<file path="src/rtl/dkong_hs_if.sv">
// Hiscore transfer port bundle: RAM side (hs_*), load/save byte streams,
// and the request/status lines of dkong_hs_engine. O_CSUM_ERR exists only
// when DKONG_HS_CHECKSUM_EN is defined.
interface dkong_hs_if;
  logic [15:0] O_HS_ADDRESS;
  logic [7:0]  O_HS_DATA_IN;
  logic        O_HS_WRITE;
  logic        O_HS_ACCESS;
  logic [7:0]  I_HS_DATA_OUT;
  logic        I_SAVE_REQ;
  logic        I_LOAD_REQ;
  logic        I_VBLANKn;
  logic [7:0]  I_LD_DATA;
  logic        I_LD_VALID;
  logic        O_LD_READY;
  logic [7:0]  O_SV_DATA;
  logic        O_SV_VALID;
  logic        I_SV_READY;
  logic        O_PAUSE;
  logic        O_BUSY;
  logic        O_DONE;
  logic [7:0]  O_CHECKSUM;
`ifdef DKONG_HS_CHECKSUM_EN
  logic        O_CSUM_ERR;
`endif

  modport master (
    output
`ifdef DKONG_HS_CHECKSUM_EN
    O_CSUM_ERR,
`endif
    O_HS_ADDRESS, O_HS_DATA_IN, O_HS_WRITE, O_HS_ACCESS, O_LD_READY,
    O_SV_DATA, O_SV_VALID, O_PAUSE, O_BUSY, O_DONE, O_CHECKSUM,
    input  I_HS_DATA_OUT, I_SAVE_REQ, I_LOAD_REQ, I_VBLANKn, I_LD_DATA,
    I_LD_VALID, I_SV_READY
  );

  modport slave (
    input
`ifdef DKONG_HS_CHECKSUM_EN
    O_CSUM_ERR,
`endif
    O_HS_ADDRESS, O_HS_DATA_IN, O_HS_WRITE, O_HS_ACCESS, O_LD_READY,
    O_SV_DATA, O_SV_VALID, O_PAUSE, O_BUSY, O_DONE, O_CHECKSUM,
    output I_HS_DATA_OUT, I_SAVE_REQ, I_LOAD_REQ, I_VBLANKn, I_LD_DATA,
    I_LD_VALID, I_SV_READY
  );
endinterface

</file>
<file path="src/rtl/dkong_hs_engine.sv">
// Hiscore transfer engine: copies LENGTH bytes at START_ADDR out to the
// save stream, or writes the load stream back into that region. Transfers
// start only in vblank and hold the CPU paused throughout.
// Optional feature macro: DKONG_HS_CHECKSUM_EN (trailing checksum byte).
module dkong_hs_engine #(
  parameter logic [15:0] START_ADDR = 16'h6100,
  parameter int          LENGTH     = 168
) (
  input logic        I_CLK_24576M,
  input logic        I_RESETn,
  dkong_hs_if.master hs
);
  localparam logic [3:0] IDLE      = 4'd0;
  localparam logic [3:0] WAIT_VBL  = 4'd1;
  localparam logic [3:0] RD_ADDR   = 4'd2;
  localparam logic [3:0] RD_WAIT   = 4'd3;
  localparam logic [3:0] RD_CAP    = 4'd4;
  localparam logic [3:0] RD_PUSH   = 4'd5;
  localparam logic [3:0] WR_FETCH  = 4'd6;
  localparam logic [3:0] WR_SETUP  = 4'd7;
  localparam logic [3:0] WR_STROBE = 4'd8;
`ifdef DKONG_HS_CHECKSUM_EN
  localparam logic [3:0] CS_XFER   = 4'd9;
`endif
  localparam logic [3:0] DONE      = 4'd10;

  localparam logic [9:0] LAST_IDX = 10'(LENGTH - 1);

  logic [3:0] state;
  logic       save_mode;
  logic [9:0] idx;
  logic [7:0] sv_data;
  logic [7:0] wr_data;
  logic [7:0] csum;
  logic       own;
`ifdef DKONG_HS_CHECKSUM_EN
  logic       csum_err;
  logic       cs_save;
  logic       cs_load;
`endif

  // Request capture, transfer sequencing, data/checksum registers
  always_ff @(posedge I_CLK_24576M or negedge I_RESETn) begin
    if (!I_RESETn) begin
      state     <= IDLE;
      save_mode <= 1'b0;
      idx       <= '0;
      sv_data   <= '0;
      wr_data   <= '0;
      csum      <= '0;
`ifdef DKONG_HS_CHECKSUM_EN
      csum_err  <= 1'b0;
`endif
    end else begin
      case (state)
        IDLE: begin
          // save has priority when both pulse together
          if (hs.I_SAVE_REQ || hs.I_LOAD_REQ) begin
            save_mode <= hs.I_SAVE_REQ;
            state     <= WAIT_VBL;
`ifdef DKONG_HS_CHECKSUM_EN
            csum_err  <= 1'b0;
`endif
          end
        end
        WAIT_VBL: begin
          if (!hs.I_VBLANKn) begin
            idx   <= '0;
            csum  <= '0;
            state <= save_mode ? RD_ADDR : WR_FETCH;
          end
        end
        RD_ADDR: state <= RD_WAIT;
        RD_WAIT: state <= RD_CAP;
        RD_CAP: begin
          sv_data <= hs.I_HS_DATA_OUT;
          csum    <= csum + hs.I_HS_DATA_OUT;
          state   <= RD_PUSH;
        end
        RD_PUSH: begin
          if (hs.I_SV_READY) begin
            if (idx == LAST_IDX) begin
`ifdef DKONG_HS_CHECKSUM_EN
              sv_data <= csum;
              state   <= CS_XFER;
`else
              state   <= DONE;
`endif
            end else begin
              idx   <= idx + 10'd1;
              state <= RD_ADDR;
            end
          end
        end
        WR_FETCH: begin
          if (hs.I_LD_VALID) begin
            wr_data <= hs.I_LD_DATA;
            csum    <= csum + hs.I_LD_DATA;
            state   <= WR_SETUP;
          end
        end
        WR_SETUP: state <= WR_STROBE;
        WR_STROBE: begin
          if (idx == LAST_IDX) begin
`ifdef DKONG_HS_CHECKSUM_EN
            state <= CS_XFER;
`else
            state <= DONE;
`endif
          end else begin
            idx   <= idx + 10'd1;
            state <= WR_FETCH;
          end
        end
`ifdef DKONG_HS_CHECKSUM_EN
        CS_XFER: begin
          // save emits the sum; load compares the trailing byte against it
          if (save_mode) begin
            if (hs.I_SV_READY) state <= DONE;
          end else if (hs.I_LD_VALID) begin
            csum_err <= (hs.I_LD_DATA != csum);
            state    <= DONE;
          end
        end
`endif
        DONE:    state <= IDLE;
        default: state <= IDLE;
      endcase
    end
  end

  // Port is owned (and the CPU paused) only while actually transferring
  assign own = (state != IDLE) && (state != WAIT_VBL) && (state != DONE);

`ifdef DKONG_HS_CHECKSUM_EN
  assign cs_save = (state == CS_XFER) && save_mode;
  assign cs_load = (state == CS_XFER) && !save_mode;
  assign hs.O_CSUM_ERR = csum_err;
  assign hs.O_SV_VALID = (state == RD_PUSH) || cs_save;
  assign hs.O_LD_READY = (state == WR_FETCH) || cs_load;
`else
  assign hs.O_SV_VALID = (state == RD_PUSH);
  assign hs.O_LD_READY = (state == WR_FETCH);
`endif

  // Address is forced to zero whenever the port is not owned
  assign hs.O_HS_ADDRESS = own ? (START_ADDR + {6'd0, idx}) : 16'h0000;
  assign hs.O_HS_DATA_IN = wr_data;
  assign hs.O_HS_WRITE   = (state == WR_STROBE);
  assign hs.O_HS_ACCESS  = own;
  assign hs.O_PAUSE      = own;
  assign hs.O_BUSY       = (state != IDLE);
  assign hs.O_DONE       = (state == DONE);
  assign hs.O_SV_DATA    = sv_data;
  assign hs.O_CHECKSUM   = csum;
endmodule
</file>
<file path="src/flat_wrapper.sv">
// flat-port wrapper written by rule: the top's interface ports become plain ports
module dkong_hs_engine_flat 
#(
  parameter logic [15:0] START_ADDR = 16'h6100,
  parameter int          LENGTH     = 168
)
  (I_CLK_24576M, I_RESETn, hs_O_HS_ADDRESS, hs_O_HS_DATA_IN, hs_O_HS_WRITE, hs_O_HS_ACCESS, hs_O_LD_READY, hs_O_SV_DATA, hs_O_SV_VALID, hs_O_PAUSE, hs_O_BUSY, hs_O_DONE, hs_O_CHECKSUM, hs_I_HS_DATA_OUT, hs_I_SAVE_REQ, hs_I_LOAD_REQ, hs_I_VBLANKn, hs_I_LD_DATA, hs_I_LD_VALID, hs_I_SV_READY);
  dkong_hs_if hs_i ();
  input logic I_CLK_24576M;
  input logic I_RESETn;
  output wire logic [$bits(hs_i.O_HS_ADDRESS)-1:0] hs_O_HS_ADDRESS;
  output wire logic [$bits(hs_i.O_HS_DATA_IN)-1:0] hs_O_HS_DATA_IN;
  output wire logic [$bits(hs_i.O_HS_WRITE)-1:0] hs_O_HS_WRITE;
  output wire logic [$bits(hs_i.O_HS_ACCESS)-1:0] hs_O_HS_ACCESS;
  output wire logic [$bits(hs_i.O_LD_READY)-1:0] hs_O_LD_READY;
  output wire logic [$bits(hs_i.O_SV_DATA)-1:0] hs_O_SV_DATA;
  output wire logic [$bits(hs_i.O_SV_VALID)-1:0] hs_O_SV_VALID;
  output wire logic [$bits(hs_i.O_PAUSE)-1:0] hs_O_PAUSE;
  output wire logic [$bits(hs_i.O_BUSY)-1:0] hs_O_BUSY;
  output wire logic [$bits(hs_i.O_DONE)-1:0] hs_O_DONE;
  output wire logic [$bits(hs_i.O_CHECKSUM)-1:0] hs_O_CHECKSUM;
  input wire logic [$bits(hs_i.I_HS_DATA_OUT)-1:0] hs_I_HS_DATA_OUT;
  input wire logic [$bits(hs_i.I_SAVE_REQ)-1:0] hs_I_SAVE_REQ;
  input wire logic [$bits(hs_i.I_LOAD_REQ)-1:0] hs_I_LOAD_REQ;
  input wire logic [$bits(hs_i.I_VBLANKn)-1:0] hs_I_VBLANKn;
  input wire logic [$bits(hs_i.I_LD_DATA)-1:0] hs_I_LD_DATA;
  input wire logic [$bits(hs_i.I_LD_VALID)-1:0] hs_I_LD_VALID;
  input wire logic [$bits(hs_i.I_SV_READY)-1:0] hs_I_SV_READY;
  assign hs_O_HS_ADDRESS = hs_i.O_HS_ADDRESS;
  assign hs_O_HS_DATA_IN = hs_i.O_HS_DATA_IN;
  assign hs_O_HS_WRITE = hs_i.O_HS_WRITE;
  assign hs_O_HS_ACCESS = hs_i.O_HS_ACCESS;
  assign hs_O_LD_READY = hs_i.O_LD_READY;
  assign hs_O_SV_DATA = hs_i.O_SV_DATA;
  assign hs_O_SV_VALID = hs_i.O_SV_VALID;
  assign hs_O_PAUSE = hs_i.O_PAUSE;
  assign hs_O_BUSY = hs_i.O_BUSY;
  assign hs_O_DONE = hs_i.O_DONE;
  assign hs_O_CHECKSUM = hs_i.O_CHECKSUM;
  assign hs_i.I_HS_DATA_OUT = hs_I_HS_DATA_OUT;
  assign hs_i.I_SAVE_REQ = hs_I_SAVE_REQ;
  assign hs_i.I_LOAD_REQ = hs_I_LOAD_REQ;
  assign hs_i.I_VBLANKn = hs_I_VBLANKn;
  assign hs_i.I_LD_DATA = hs_I_LD_DATA;
  assign hs_i.I_LD_VALID = hs_I_LD_VALID;
  assign hs_i.I_SV_READY = hs_I_SV_READY;
  dkong_hs_engine #(.START_ADDR(START_ADDR), .LENGTH(LENGTH)) u_core (.I_CLK_24576M(I_CLK_24576M), .I_RESETn(I_RESETn), .hs(hs_i));
endmodule
</file>
<file path="config.mk">
export PLATFORM = sky130hd
export DESIGN_NAME = dkong_hs_engine_flat
export DESIGN_NICKNAME = d
export VERILOG_FILES = /design/src/rtl/dkong_hs_if.sv /design/src/rtl/dkong_hs_engine.sv /design/src/flat_wrapper.sv
export SDC_FILE = /design/constraint.sdc
export NUM_CORES = 1
export LEC_CHECK = 0
export ABC_CLOCK_PERIOD_IN_PS = 2800
export CAP_MARGIN = 20
export CORE_MARGIN = 2
export CORE_UTILIZATION = 42
export DETAILED_ROUTE_END_ITERATION = 16
export PLACE_DENSITY = 0.72
export SLEW_MARGIN = 0
export SYNTH_ARGS = -nofsm -noshare
export SYNTH_HDL_FRONTEND = slang
export SYNTH_SLANG_ARGS = --single-unit
</file>
<file path="constraint.sdc">
create_clock -name I_CLK_24576M -period 2.8 [get_ports I_CLK_24576M]
set_input_delay 0.56 -clock I_CLK_24576M [delete_from_list [all_inputs] [get_ports I_CLK_24576M]]
set_output_delay 0.56 -clock I_CLK_24576M [all_outputs]
set_load 0.005 [all_outputs]
</file>
==> key figures <==
Run status
  • Outcome: finished clean

Finish
  • Synthesis-to-layout area growth: 32.8%
  • Diode count: 0
  • FF+latch area: 976 um2
  • Most common cell after layout, fill and taps aside: clkdlybuf4s50_1
  • Nets: 365
  • Commonest cells after routing, fill and taps aside: 65 x clkdlybuf4s50_1, 39 x dfrtp_1, 38 x nand2_1
  • Share of cells above drive strength 1: 13.0%
  • Multi-input gate area: 1360 um2
  • Filler instances: 506

Floorplan
  • Core area: 5570 um2
  • Die area: 6470 um2
  • Die Span Y: 80.5 um
  • Initial core utilization: 44.0%
  • Row cnt: 27
  • I/O pin cnt: 70
  • Die W: 80.5 um

Worst setup path
  • Crit-path cells: nor2b_1 -> a21oi_1 -> nor2_2 -> inv_1 -> clkdlybuf4s50_1
  • Top delay family on crit path: buffers and inverters
  • Crit path arrival time: 2.00 ns
  • Crit path buffers/inverters: 2
  • Crit-path max FO: 12
  • CP endpoint kind: primary output
  • Worst Setup Start Kind: flip-flop
  • Largest stage delay, worst path: 0.48 ns
  • Crit-path slowest cell: clkdlybuf4s50_1
  • Crit Path Category: flip-flop to primary output
  • CP Data Required Time: 2.24 ns

Global routing
  • Vias in the first global route: 2,026
  • Total grt overflow: 0
  • GR peak layer: met2
  • M2 GR Usage: 31.0%
  • Met3 Resource Use GR: 3.37%
  • GRT Resource Usage Total: 19.2%
  • GRT met1 Usage: 26.9%
  • First-pass GRT wire length: 9740 um
  • Initial antenna violation count: 0
  • Largest net degree at the start of global routing: 40

Timing
  • Final min period: 2.56 ns
  • Count of final setup violators: 0
  • Max Clock Freq: 0.390 GHz
  • RSZ-0062 raised after global routing: false
  • Final Hold Viols: 0
  • Worst Tran Pin Value: 0.879 ns
  • Setup TNS: 0 ns
  • Slew margin rel.: 41.4%
  • Post-route setup slack: 0.238 ns
  • Fin Clk Skew: 0.00556 ns
  • Part of the cycle the worst path needs: 91.5%
  • Slew Limit Fails: 0

Route
  • Drt wl/cell: 14.4 um
  • Initial DRC count: 165
  • DRT Wirelength: 5820 um
  • Drt pass-1 iters: 4
  • Post-route ant nets: 0
  • Post-DR vias/cell: 5.29
  • Vias: 2,132
  • DR DRC count: 0

Yosys
  • Post-synthesis sequential area ratio: 39.8%
  • Post-synthesis compound-gate area fraction: 15.3%
  • Top_reg_cell synth: dfrtp_1
  • Number of synthesized flops with an enable pin: 0
  • Mapped Area: 2450 um2
  • Syn_area_per_cell: 9.30 um2
  • Asr flop ratio synth: 100%
  • Largest family of logic cells by synthesized area: simple AND/OR/NAND/NOR gates
  • Post-synthesis cell type count: 54
  • Simple-gate share of the synthesized area: 24.0%
  • #FFs+latches synth: 39
  • XOR/XNOR Fraction of Synth Area: 1.78%
  • Yosys warning total: 0
  • Post-Synth Adder-Cell Area: 5.91%
  • Synth Instances: 264
  • Multiplexer area fraction after synthesis: 7.75%

Place
  • DP HPWL: 4310 um
  • GP Congestion: 0.839
  • Buffers on Ports: 66
  • Place WS: 0.226 ns

CTS
  • Post_cts resized: 1
  • CTS tree: built
  • CTS Buf Count: 5
  • # clock sinks: 39
  • H-Tree Depth: 2
  • Clock root buffer: clkbuf_8
  • Deepest clock path buffer count: 2
  • Clock Latency Late Sink: 0.29 ns
  • Post CTS Setup Buffer Count: 0
  • Clk slew on worst S/H paths: 0.07 ns
  • Cts hold-fix bufs: 0

Pwr
  • Lkg Pwr: 1.43 nW
  • Maximum VDD drop: 0.474 mV
  • Power Total: 3.03 mW
  • PwrDens: 929 nW/um2

Hold path
  • Tightest Hold Check Type: input pin to asynchronous set/reset pin

Flow run
  • Max-cap violation count: 0
-- final cells by class --
cell class	count	share of cell area, %
multi-input cells	201	41.6
repair buffers	73	21.7
inverters	11	1.27
clock inverters	1	0.153
clock buffers	6	2.53
flip-flops and latches	39	29.9
well taps	72	2.76
-- per-layer routing --
layer | routed length, um | up-vias
met5 | 0 | -
met2 | 2740 | 64
met1 | 2720 | 1006
li1 | - | 1053
met4 | 67 | 0
met3 | 295 | 9
-- per-stage QoR --
step	cell area, um2	hold slack [ns]	std cells	util, %
finish	3260	0.389	403	58.5
global route	3260	0.466	403	58.5
CTS	3260	0.423	403	58.5
detailed placement	3170	0.493	396	56.9
global placement	3170	0.488	396	56.9
floorplan	2460	0.264	266	-
-- cells in the mapped netlist, drive strengths merged (3+ instances only) --
| cell type | instances | share of area, % |
|---|---|---|
| nand3 | 12 | 2.9 |
| dfrtp | 39 | 40 |
| o31ai | 7 | 2.1 |
| nor2b | 13 | 3.3 |
| clkbuf | 4 | 0.61 |
| nand2 | 39 | 6.3 |
| o21ai | 22 | 4.5 |
| or4 | 3 | 1.1 |
| xor2 | 3 | 1.1 |
| buf | 11 | 3.1 |
| inv | 11 | 1.7 |
| mux2 | 16 | 7.3 |
| ha | 10 | 5.1 |
| a21oi | 8 | 1.8 |
| and3 | 3 | 0.97 |
| a31oi | 5 | 1.3 |
| nand2b | 7 | 1.8 |
| nor2 | 13 | 2.0 |
| a21o | 7 | 2.1 |
-- report_power, final --
| part | internal [mW] | leakage [nW] | switching (mW) |
|---|---|---|---|
| Clock | 0.193 | 0.0470 | 0.186 |
| Sequential | 0.770 | 0.498 | 0.156 |
| Combinational | 0.938 | 0.889 | 0.787 |
| Total | 1.90 | 1.43 | 1.13 |
-- state kept, by name, indices dropped and copies added (netlist names) --
name / flops
u_core.hs.O_CHECKSUM: 8
u_core.idx: 10
u_core.hs.O_HS_DATA_IN: 8
u_core.hs.O_SV_DATA: 8
u_core.save_mode: 1
u_core.state: 4
-- final timing paths --
| kind | cells after the start | to | start | slack [ns] |
|---|---|---|---|---|
| worst max-delay path | 5 | hs_O_HS_ADDRESS[14] | u_core.state[0]$_DFFE_PN0P_ | 0.24 |
| worst min-delay path | 1 | u_core.hs.O_HS_DATA_IN[1]$_DFFE_PN0P_ | I_RESETn | 0.39 |
| worst max register to register | 12 | u_core.hs.O_CHECKSUM[6]$_DFFE_PN0P_ | u_core.state[0]$_DFFE_PN0P_ | 0.29 |
| worst min register to register | 2 | u_core.save_mode$_DFFE_PN0P_ | u_core.save_mode$_DFFE_PN0P_ | 0.50 |
| max in group asynchronous | 1 | u_core.hs.O_HS_DATA_IN[0]$_DFFE_PN0P_ | I_RESETn | 1.85 |
| min in group I_CLK_24576M | 2 | u_core.save_mode$_DFFE_PN0P_ | u_core.save_mode$_DFFE_PN0P_ | 0.50 |
-- cell families (layout without fill, tap and decap cells) --
family | Yosys count | in the layout
AND/OR/NAND/NOR | 107 | 107
flip-flops | 39 | 39
multiplexers | 17 | 17
other | 1 | 3
buffers and inverters | 26 | 91
adder cells (fa/ha/maj) | 11 | 11
AO/OA/AOI/OAI | 58 | 58
XOR/XNOR | 5 | 5
(Power assumes the default switching activity.)
